File: src/rtl/dmem_ctrl_if.sv
// Request/response bundle for one requester of the shared data memory.
// master = requester (core LSU, DMA); slave = dmem_ctrl.
interface dmem_ctrl_if #(
  parameter int ADDR_W = 14
);
  logic              req_valid;
  logic              req_ready;
  logic              req_we;
  logic [2:0]        req_size;
  logic [ADDR_W-1:0] req_addr;
  logic [31:0]       req_wdata;
  logic              rsp_valid;
  logic              rsp_ready;
  logic [31:0]       rsp_rdata;
  logic              rsp_err;

  modport master (
    output req_valid, req_we, req_size, req_addr, req_wdata, rsp_ready,
    input  req_ready, rsp_valid, rsp_rdata, rsp_err
  );

  modport slave (
    input  req_valid, req_we, req_size, req_addr, req_wdata, rsp_ready,
    output req_ready, rsp_valid, rsp_rdata, rsp_err
  );
endinterface

File: src/rtl/dmem_ctrl.sv
// Round-robin two-port controller for a single-ported word-addressed data memory.
// Each accepted request runs IDLE -> ACCESS -> RESP; byte lanes and extension handled here.
module dmem_ctrl #(
  parameter int ADDR_W = 14
) (
  input  logic              clk,
  input  logic              rst_n,
  dmem_ctrl_if.slave        p0,
  dmem_ctrl_if.slave        p1,
  output logic [ADDR_W-3:0] mem_adr,
  output logic [3:0]        mem_we,
  output logic [31:0]       mem_data_in,
  output logic              mem_ld,
  output logic              mem_str,
  input  logic [31:0]       mem_data_out
);

  localparam logic [2:0] SZ_B  = 3'b000;
  localparam logic [2:0] SZ_H  = 3'b001;
  localparam logic [2:0] SZ_W  = 3'b010;
  localparam logic [2:0] SZ_BU = 3'b100;
  localparam logic [2:0] SZ_HU = 3'b101;

  typedef enum logic [1:0] {IDLE, ACCESS, RESP} state_t;

  function automatic logic access_err(input logic we, input logic [2:0] size,
                                      input logic [1:0] off);
    logic e;
    case (size)
      SZ_B:    e = 1'b0;
      SZ_H:    e = off[0];
      SZ_W:    e = (off != 2'b00);
      SZ_BU:   e = we;
      SZ_HU:   e = we | off[0];
      default: e = 1'b1;
    endcase
    return e;
  endfunction

  function automatic logic [3:0] byte_en(input logic [2:0] size, input logic [1:0] off);
    logic [3:0] be;
    case (size)
      SZ_B:    be = 4'b0001 << off;
      SZ_H:    be = off[1] ? 4'b1100 : 4'b0011;
      default: be = 4'b1111;
    endcase
    return be;
  endfunction

  function automatic logic [31:0] replicate(input logic [2:0] size, input logic [31:0] wd);
    logic [31:0] r;
    case (size[1:0])
      2'b00:   r = {4{wd[7:0]}};
      2'b01:   r = {2{wd[15:0]}};
      default: r = wd;
    endcase
    return r;
  endfunction

  function automatic logic [31:0] load_extend(input logic [2:0] size, input logic [1:0] off,
                                              input logic [31:0] word);
    logic signed [7:0]  b;
    logic signed [15:0] h;
    logic signed [31:0] r;
    b = word[8*off +: 8];
    h = off[1] ? word[31:16] : word[15:0];
    case (size)
      SZ_B:    r = b;
      SZ_H:    r = h;
      SZ_BU:   r = {24'b0, b};
      SZ_HU:   r = {16'b0, h};
      default: r = word;
    endcase
    return r;
  endfunction

  state_t            state_q, state_d;
  logic              owner_q, owner_d;
  logic              rr_last_q, rr_last_d;
  logic              we_q, we_d;
  logic [2:0]        size_q, size_d;
  logic [ADDR_W-1:0] addr_q, addr_d;
  logic [31:0]       wdata_q, wdata_d;
  logic [31:0]       rdata_q, rdata_d;
  logic              err_q, err_d;
  logic              win;
  logic              acc_err;

  always_comb begin
    state_d     = state_q;
    owner_d     = owner_q;
    rr_last_d   = rr_last_q;
    we_d        = we_q;
    size_d      = size_q;
    addr_d      = addr_q;
    wdata_d     = wdata_q;
    rdata_d     = rdata_q;
    err_d       = err_q;
    win         = 1'b0;
    p0.req_ready = 1'b0;
    p1.req_ready = 1'b0;
    mem_ld      = 1'b0;
    mem_str     = 1'b0;
    mem_we      = 4'b0000;
    acc_err     = access_err(we_q, size_q, addr_q[1:0]);

    case (state_q)
      IDLE: begin
        if (p0.req_valid || p1.req_valid) begin
          // On a tie the port that did not win last time goes first.
          win          = (p0.req_valid && p1.req_valid) ? ~rr_last_q : p1.req_valid;
          p0.req_ready = rst_n & ~win;
          p1.req_ready = rst_n & win;
          owner_d      = win;
          rr_last_d    = win;
          we_d         = win ? p1.req_we   : p0.req_we;
          size_d       = win ? p1.req_size : p0.req_size;
          addr_d       = win ? p1.req_addr : p0.req_addr;
          wdata_d      = replicate(size_d, win ? p1.req_wdata : p0.req_wdata);
          state_d      = ACCESS;
        end
      end
      ACCESS: begin
        if (acc_err) begin
          err_d   = 1'b1;
          rdata_d = '0;
        end else if (we_q) begin
          mem_str = 1'b1;
          mem_we  = byte_en(size_q, addr_q[1:0]);
          rdata_d = '0;
        end else begin
          mem_ld  = 1'b1;
          rdata_d = load_extend(size_q, addr_q[1:0], mem_data_out);
        end
        state_d = RESP;
      end
      RESP: begin
        if (owner_q ? p1.rsp_ready : p0.rsp_ready) begin
          rdata_d = '0;
          err_d   = 1'b0;
          state_d = IDLE;
        end
      end
      default: state_d = IDLE;
    endcase
  end

  always_ff @(posedge clk or negedge rst_n) begin
    if (!rst_n) begin
      state_q   <= IDLE;
      owner_q   <= 1'b0;
      rr_last_q <= 1'b1;
      we_q      <= 1'b0;
      size_q    <= '0;
      addr_q    <= '0;
      wdata_q   <= '0;
      rdata_q   <= '0;
      err_q     <= 1'b0;
    end else begin
      state_q   <= state_d;
      owner_q   <= owner_d;
      rr_last_q <= rr_last_d;
      we_q      <= we_d;
      size_q    <= size_d;
      addr_q    <= addr_d;
      wdata_q   <= wdata_d;
      rdata_q   <= rdata_d;
      err_q     <= err_d;
    end
  end

  assign mem_adr     = addr_q[ADDR_W-1:2];
  assign mem_data_in = wdata_q;

  assign p0.rsp_valid = (state_q == RESP) && !owner_q;
  assign p1.rsp_valid = (state_q == RESP) &&  owner_q;
  assign p0.rsp_rdata = p0.rsp_valid ? rdata_q : 32'd0;
  assign p1.rsp_rdata = p1.rsp_valid ? rdata_q : 32'd0;
  assign p0.rsp_err   = p0.rsp_valid & err_q;
  assign p1.rsp_err   = p1.rsp_valid & err_q;

endmodule

File: src/flat_wrapper.sv
// flat-port wrapper written by rule: the top's interface ports become plain ports
module dmem_ctrl_flat 
#(
  parameter int ADDR_W = 14
)
  (clk, rst_n, mem_adr, mem_we, mem_data_in, mem_ld, mem_str, mem_data_out, p0_req_valid, p0_req_we, p0_req_size, p0_req_addr, p0_req_wdata, p0_rsp_ready, p0_req_ready, p0_rsp_valid, p0_rsp_rdata, p0_rsp_err, p1_req_valid, p1_req_we, p1_req_size, p1_req_addr, p1_req_wdata, p1_rsp_ready, p1_req_ready, p1_rsp_valid, p1_rsp_rdata, p1_rsp_err);
  dmem_ctrl_if #(.ADDR_W(ADDR_W)) p0_i ();
  dmem_ctrl_if #(.ADDR_W(ADDR_W)) p1_i ();
  input  logic clk;
  input  logic rst_n;
  output logic [ADDR_W-3:0] mem_adr;
  output logic [3:0] mem_we;
  output logic [31:0] mem_data_in;
  output logic mem_ld;
  output logic mem_str;
  input  logic [31:0] mem_data_out;
  input wire logic [$bits(p0_i.req_valid)-1:0] p0_req_valid;
  input wire logic [$bits(p0_i.req_we)-1:0] p0_req_we;
  input wire logic [$bits(p0_i.req_size)-1:0] p0_req_size;
  input wire logic [$bits(p0_i.req_addr)-1:0] p0_req_addr;
  input wire logic [$bits(p0_i.req_wdata)-1:0] p0_req_wdata;
  input wire logic [$bits(p0_i.rsp_ready)-1:0] p0_rsp_ready;
  output wire logic [$bits(p0_i.req_ready)-1:0] p0_req_ready;
  output wire logic [$bits(p0_i.rsp_valid)-1:0] p0_rsp_valid;
  output wire logic [$bits(p0_i.rsp_rdata)-1:0] p0_rsp_rdata;
  output wire logic [$bits(p0_i.rsp_err)-1:0] p0_rsp_err;
  input wire logic [$bits(p1_i.req_valid)-1:0] p1_req_valid;
  input wire logic [$bits(p1_i.req_we)-1:0] p1_req_we;
  input wire logic [$bits(p1_i.req_size)-1:0] p1_req_size;
  input wire logic [$bits(p1_i.req_addr)-1:0] p1_req_addr;
  input wire logic [$bits(p1_i.req_wdata)-1:0] p1_req_wdata;
  input wire logic [$bits(p1_i.rsp_ready)-1:0] p1_rsp_ready;
  output wire logic [$bits(p1_i.req_ready)-1:0] p1_req_ready;
  output wire logic [$bits(p1_i.rsp_valid)-1:0] p1_rsp_valid;
  output wire logic [$bits(p1_i.rsp_rdata)-1:0] p1_rsp_rdata;
  output wire logic [$bits(p1_i.rsp_err)-1:0] p1_rsp_err;
  assign p0_i.req_valid = p0_req_valid;
  assign p0_i.req_we = p0_req_we;
  assign p0_i.req_size = p0_req_size;
  assign p0_i.req_addr = p0_req_addr;
  assign p0_i.req_wdata = p0_req_wdata;
  assign p0_i.rsp_ready = p0_rsp_ready;
  assign p0_req_ready = p0_i.req_ready;
  assign p0_rsp_valid = p0_i.rsp_valid;
  assign p0_rsp_rdata = p0_i.rsp_rdata;
  assign p0_rsp_err = p0_i.rsp_err;
  assign p1_i.req_valid = p1_req_valid;
  assign p1_i.req_we = p1_req_we;
  assign p1_i.req_size = p1_req_size;
  assign p1_i.req_addr = p1_req_addr;
  assign p1_i.req_wdata = p1_req_wdata;
  assign p1_i.rsp_ready = p1_rsp_ready;
  assign p1_req_ready = p1_i.req_ready;
  assign p1_rsp_valid = p1_i.rsp_valid;
  assign p1_rsp_rdata = p1_i.rsp_rdata;
  assign p1_rsp_err = p1_i.rsp_err;
  dmem_ctrl #(.ADDR_W(ADDR_W)) u_core (.clk(clk), .rst_n(rst_n), .p0(p0_i), .p1(p1_i), .mem_adr(mem_adr), .mem_we(mem_we), .mem_data_in(mem_data_in), .mem_ld(mem_ld), .mem_str(mem_str), .mem_data_out(mem_data_out));
endmodule
File: config.mk
export PLATFORM = sky130hd
export DESIGN_NAME = dmem_ctrl_flat
export DESIGN_NICKNAME = d
export VERILOG_FILES = /design/src/rtl/dmem_ctrl_if.sv /design/src/rtl/dmem_ctrl.sv /design/src/flat_wrapper.sv
export SDC_FILE = /design/constraint.sdc
export NUM_CORES = 1
export LEC_CHECK = 0
export ABC_AREA = 1
export CORE_MARGIN = 5
export CORE_UTILIZATION = 38
export CTS_CLUSTER_DIAMETER = 30
export DETAILED_ROUTE_END_ITERATION = 8
export PLACE_DENSITY_LB_ADDON = 0.2
export RECOVER_POWER = 100
export SLEW_MARGIN = 20
export SYNTH_ARGS = -nofsm -noshare
export SYNTH_HDL_FRONTEND = slang
export SYNTH_SLANG_ARGS = --single-unit
File: constraint.sdc
create_clock -name clk -period 1.6 [get_ports clk]
set_input_delay 0.4 -clock clk [delete_from_list [all_inputs] [get_ports clk]]
set_output_delay 0.4 -clock clk [all_outputs]
set_load 0.02 [all_outputs]
Word-level counts from Yosys, hierarchy flattened
Cells that the tools add are included.

Register bits: 87. Output and inout bits: 120. Logic and storage cells: 79. Input port bits: 138.

Bitwise logic cells: 7. Equal/unequal tests: 10. Reductions and logical operators: 14. Mux-type cells: 37. Shifts and indexed selects: 2.

Operators with widths (number): $mux 32 (6); $pmux 32 s2 (2); $pmux 32 s4 (1); $shiftx 32x6->8 (1); $mux 16 (1); $mux 4 (4); $mux 1 (15); $mux 14 (1); $pmux 4 s2 (1); $eq 3x3->1 const B (2); $ne 2x1->1 const B (3); $pmux 2 s3 (1); $reduce_and 2->1 (3); $pmux 1 s5 (1); $and 1x1->1 (4); $eq 2x1->1 const B (2); $logic_not 2->1 (2); $mux 2 (2); $reduce_bool 2->1 (2); $shl 1x2->4 const A (1); $eq 3x1->1 const B (1); $eq 3x2->1 const B (1); $logic_and 1x1->1 (3); $logic_not 3->1 (1); other kinds (8) (9).

Depth between registers and ports, before layout
Word-level depth: 6. Gate-level depth with buffers: 11. Depth with buffers taken out: 10.

Least setup slack after synthesis
No wires, ideal clock.

Kind: register -> output. From: reg u_core.state_q[0]. To: out p0_rsp_rdata[10]. Path buffers: 2. Cell stages (with the launch flop): 9. Slack: -0.568 ns. Data required time: 1.200 ns. Arrival: 1.768 ns. Cell sequence: dfrtp_1 > inv_1 > ha_1 > clkbuf_2 > inv_1 > nor2_1 > inv_1 > buf_1 > nor2_1.

Cells in the longest elaborated chain, start to end: 3.

RTL lines: start, declared (line dmem_ctrl.sv:77) `state_t state_q, state_d;`; start signal, assigned (line dmem_ctrl.sv:160) `state_q <= state_d;`; $eq 2x2->1 (line dmem_ctrl.sv:175) `assign p0.rsp_valid = (state_q == RESP) && !owner_q;`; $logic_and 1x1->1 (line dmem_ctrl.sv:175); via p0_rsp_valid (line flat_wrapper.sv:24) `output wire logic [$bits(p0_i.rsp_valid)-1:0] p0_rsp_valid;`; $mux 32 (line dmem_ctrl.sv:177) `assign p0.rsp_rdata = p0.rsp_valid ? rdata_q : 32'd0;`; end, declared (line flat_wrapper.sv:25) `output wire logic [$bits(p0_i.rsp_rdata)-1:0] p0_rsp_rdata;`.

The timed path passes the listed nets, and every way through them passes these cells.

Final worst setup path
From: reg u_core.state_q[0]. To: out p0_rsp_rdata[27].

Cells in the longest elaborated chain, start to end: 3.

RTL lines (line): $eq 2x2->1 (dmem_ctrl.sv:175); $logic_and 1x1->1 (dmem_ctrl.sv:175); $mux 32 (dmem_ctrl.sv:177).

Every way passes these cells.

==> run summary <==
The run finished, with violations left. The checks that failed: setup timing. The finished layout holds 1,393 standard cells, fillers aside. During I/O placement, the number of pins put on the boundary was 258. Wires add up to 24.0 mm. Hold timing on the final database bottoms out at a slack of 0.410 ns.

Entering global routing, the biggest net connects 46 pins. Flip-flop and latch count after synthesis: 87. The total setup violations reported at the end of the flow is 198.

STA puts the critical path data required time at 1.20 ns. The core region is 0.0144 sq mm. Counting every net in the synthesized netlist gives 1,008. The class of the worst hold path was in -> async. The cell area power density works out to 1740 mW/mm^2.

Setup repair after global routing could not meet its margin everywhere. Of the available clock period, the critical path in the final layout requires 130%. The via count of the first global-routing pass is 6,647, and the area growth from synthesis to layout is 93.1%. For the HPWL reported at the end of detailed placement, the log shows 15.6 mm. Following the worst setup path forward leads to its endpoint at p0_rsp_rdata[27]. In this run, post-CTS hold repair placed 0 buffers. The average routed wire per standard cell came out at 17.3 microns. Across all layers, the routed design uses 7,038 vias. The tools report the portion of the post-synthesis area used by sequential elements as 39.1%. Derived from the worst setup path, the maximum achievable clock frequency is 0.480 GHz.

The most common cell in the synthesized netlist is sky130_fd_sc_hd__nand2_1. After synthesis, the cell types taking the most area are sky130_fd_sc_hd__dfrtp_1 39%, sky130_fd_sc_hd__nand2_1 25%, sky130_fd_sc_hd__nor2_1 6.4%. TritonCTS built the clock tree. The number of placed instances, taps included, is 1,316.

The first detailed-routing pass took 6 iterations. After routing the design area is 0.0107 sq mm. The maximum ir drop on the vdd rail is 0.896 mV, and the placement-stage cell area is 0.00906 sq mm. The detail route stage leaves a number of antenna-violating nets equal to 0. The total count of hold-check failures in the final report was 0. The quantity of I/O buffers inserted on ports is 257, and the number of library cell types mapped by synthesis is 30. Power comes to 18,700 uW. For the netlist area before placement, the log shows 0.00556 sq mm. In this run the worst setup path begins at u_core.state_q[0]$_DFFE_PN0P_. The number of maximum-capacitance constraint violations came out at 0. The tools report the number of buffers added by the clock tree synthesis step as 9. Layout cell share with drive strength beyond 1: 33.4%. The die covers 0.0172 sq mm.

Cell type contributing the most total cell area after synthesis: sky130_fd_sc_hd__dfrtp_1. The worst setup path is launched from a flip-flop. In the routed design, unresolved DRC markers number 0. Clock latency on the worst-skew pair, taken at its later pin, is 0.35 ns. The floorplan die height was 131 microns.

Setup slack on the worst reg-to-reg path comes out at -0.28 ns. For the number of sinks handled by clock tree synthesis, the log shows 87. The number of flops mapped to enable cells by yosys came out at 0. The startpoint identified for the worst register-to-register timing path is u_core.state_q[0]$_DFFE_PN0P_. Of the post-synthesis cell area, the dominant cell type holds 38.7%. The final number of max-transition violations was 0; the worst slew margin relative to its limit was 23.0%. The critical path in this run is classified as reg -> out.

Counting cells, the worst reg-to-reg path comes to 13. The number of antenna violations at the first check in global routing is 0, and the final layout net count is 1,344. The worst setup margin came out at -0.482 ns. Counting every instance in the synthesized netlist gives 867.

STA classifies the critical path endpoint as a primary output. Of all flip-flops after synthesis, the portion carrying an async set or reset was 100%. The highest net fanout along the worst path is 7, and the maximum number of buffers from clock root to sink is 2.

The endpoint identified for the worst register-to-register timing path is u_core.mem_data_in[23]$_DFFE_PN0P_. After floorplanning, the core was divided into 44 placement rows. Routability-driven placement finished with a final weighted congestion of 0.895.

For this run, the share of the core covered by cells in the final layout is 74.5%. For this block, the initial DRC count from the detailed router was 535. Main flop type after synthesis: sky130_fd_sc_hd__dfrtp_1. The first global-routing pass estimated 34.3 mm of wire. The number of levels the H-tree was split into was 3. After synthesis, the mean cell area works out to 6.42 sq um.

The smallest clock period supported by the final layout is computed as 2.08 ns. The total grt overflow was 0. For the leakage component of the power, the log shows 0.00520 uW. Global routing used 26.0% of the available tracks. Measured along the x axis, the die boundary spans 131 microns.

At the pin with the least slew margin, the transition time is 1.16 ns. For this configuration, the core starts out at a cell density of 38.6%. The critical path arrival came out at 1.68 ns.

The commonest cells after synthesis are 377 x sky130_fd_sc_hd__nand2_1, 95 x sky130_fd_sc_hd__nor2_1, 86 x sky130_fd_sc_hd__dfrtp_1. The tools report the count of warnings emitted by yosys as 0. Clock-pin slew was measured on the worst setup and hold paths at 0.06 ns. In the routed layout, each cell is associated on average with a via count of 5.05. The cell sitting at the root of the clock tree is a sky130_fd_sc_hd__clkbuf_16. Final setup skew: 0.00679 ns.
layout by cell type (no fill, tap or decap), types with 4 or more instances in the layout:
master,synthesis,routed
sky130_fd_sc_hd__nor2_1,95,35
sky130_fd_sc_hd__or2_2,14,14
sky130_fd_sc_hd__dlygate4sd2_1,0,46
sky130_fd_sc_hd__bufbuf_16,0,4
sky130_fd_sc_hd__buf_16,0,5
sky130_fd_sc_hd__nand2_1,377,348
sky130_fd_sc_hd__nand2_2,3,25
sky130_fd_sc_hd__a21boi_2,0,8
sky130_fd_sc_hd__clkbuf_16,0,14
sky130_fd_sc_hd__nand3_4,1,10
sky130_fd_sc_hd__nand3_2,1,22
sky130_fd_sc_hd__o21ai_0,52,38
sky130_fd_sc_hd__a21oi_1,9,5
sky130_fd_sc_hd__dfrtp_1,86,82
sky130_fd_sc_hd__dfrtp_2,0,4
sky130_fd_sc_hd__inv_4,0,5
sky130_fd_sc_hd__nor2_2,1,6
sky130_fd_sc_hd__clkdlybuf4s50_1,0,134
sky130_fd_sc_hd__buf_12,0,16
sky130_fd_sc_hd__o21ai_1,2,12
sky130_fd_sc_hd__inv_1,65,57
sky130_fd_sc_hd__buf_8,0,4
sky130_fd_sc_hd__o21ai_2,2,4
sky130_fd_sc_hd__inv_2,7,9
sky130_fd_sc_hd__o211ai_1,5,5
sky130_fd_sc_hd__nand2_4,0,7
sky130_fd_sc_hd__buf_4,15,94
sky130_fd_sc_hd__nor2_4,3,58
sky130_fd_sc_hd__buf_6,4,72
sky130_fd_sc_hd__nand3_1,62,33
power by group:
group | internal (uW) | switching [uW] | total (uW)
clock | 1210 | 916 | 2130
combinational | 5670 | 7070 | 12700
sequential | 3230 | 651 | 3880
total | 10100 | 8640 | 18700
layer usage:
metal  share of wire [%]  track usage, %  vias up
li1                    -               -     3360
met1                  36            29.6     3234
met2                  49            44.5      369
met3                  10            7.64       75
met4                 4.5            12.5        0
met5                   0               0        -
worst max-delay path, cell delays in order, from the launching register on:
cell and delay (ns):
sky130_fd_sc_hd__dfrtp_1 0.40, sky130_fd_sc_hd__inv_2 0.08, sky130_fd_sc_hd__ha_4 0.17, sky130_fd_sc_hd__inv_4 0.04, sky130_fd_sc_hd__nor2_4 0.15, sky130_fd_sc_hd__inv_6 0.10, sky130_fd_sc_hd__buf_12 0.16, sky130_fd_sc_hd__nor2_4 0.07
sky130_fd_sc_hd__buf_4 0.14
through the flow:
step / setup WS, ns / TNS [ns]
2_1_floorplan: -0.162 / -7.36
5_1_grt: -0.536 / -67.78
6_report: -0.482 / -41.78
3_3_place_gp: -0.710 / -64.82
4_1_cts: -0.462 / -33.18
3_5_place_dp: -0.727 / -68.68
area by class of cell:
cell class / count / area, sq um
Inverter: 72 / 288
Antenna cell: 1 / 2.50
Multi-Input combinational cell: 651 / 3710
Sequential cell: 87 / 2180
Timing Repair Buffer: 382 / 4040
Clock buffer: 11 / 233
Clock inverter: 5 / 58.8
Fill cell: 1101 / 3680
Tap cell: 184 / 230
sequential cells by signal, indices dropped and copies added (netlist names):
signal	count
u_core.addr_q	14
u_core.size_q	3
u_core.mem_data_in	32
u_core.err_q	1
u_core.owner_q	1
u_core.state_q	2
u_core.we_q	1
u_core.rdata_q	32
u_core.rr_last_q	1
timing repair:
| item | 4_1_cts | 5_1_grt |
|---|---|---|
| gates cloned | 12 | 7 |
| pin swaps | 23 | 28 |
| buffers inserted | 32 | 18 |
| endpoints found under the setup margin | 187 | 160 |
| resized for setup | 570 | 107 |
| hold endpoints to repair | 0 | 0 |
worst min path at each step:
stage / endpoint / start / cells past startpoint
after global placement: u_core.rr_last_q$_DFFE_PN1P_ / u_core.rr_last_q$_DFFE_PN1P_ / 2
after floorplan: u_core.addr_q[0]$_DFFE_PN0P_ / rst_n / 0
after CTS: u_core.addr_q[4]$_DFFE_PN0P_ / rst_n / 2
after global routing: u_core.mem_data_in[13]$_DFFE_PN0P_ / u_core.mem_data_in[13]$_DFFE_PN0P_ / 2
after detailed placement: u_core.mem_data_in[11]$_DFFE_PN0P_ / u_core.mem_data_in[11]$_DFFE_PN0P_ / 2
final: u_core.addr_q[4]$_DFFE_PN0P_ / rst_n / 2
logic make-up after synthesis:
group / after synthesis / synth area share, %
flip-flops: 87 / 39.2
AND/OR/NAND/NOR: 565 / 41.3
AO/OA/AOI/OAI: 82 / 8.19
buffers and inverters: 130 / 10.7
adder cells (fa/ha/maj): 3 / 0.675
Note: power is estimated with default switching activity, not from simulation.
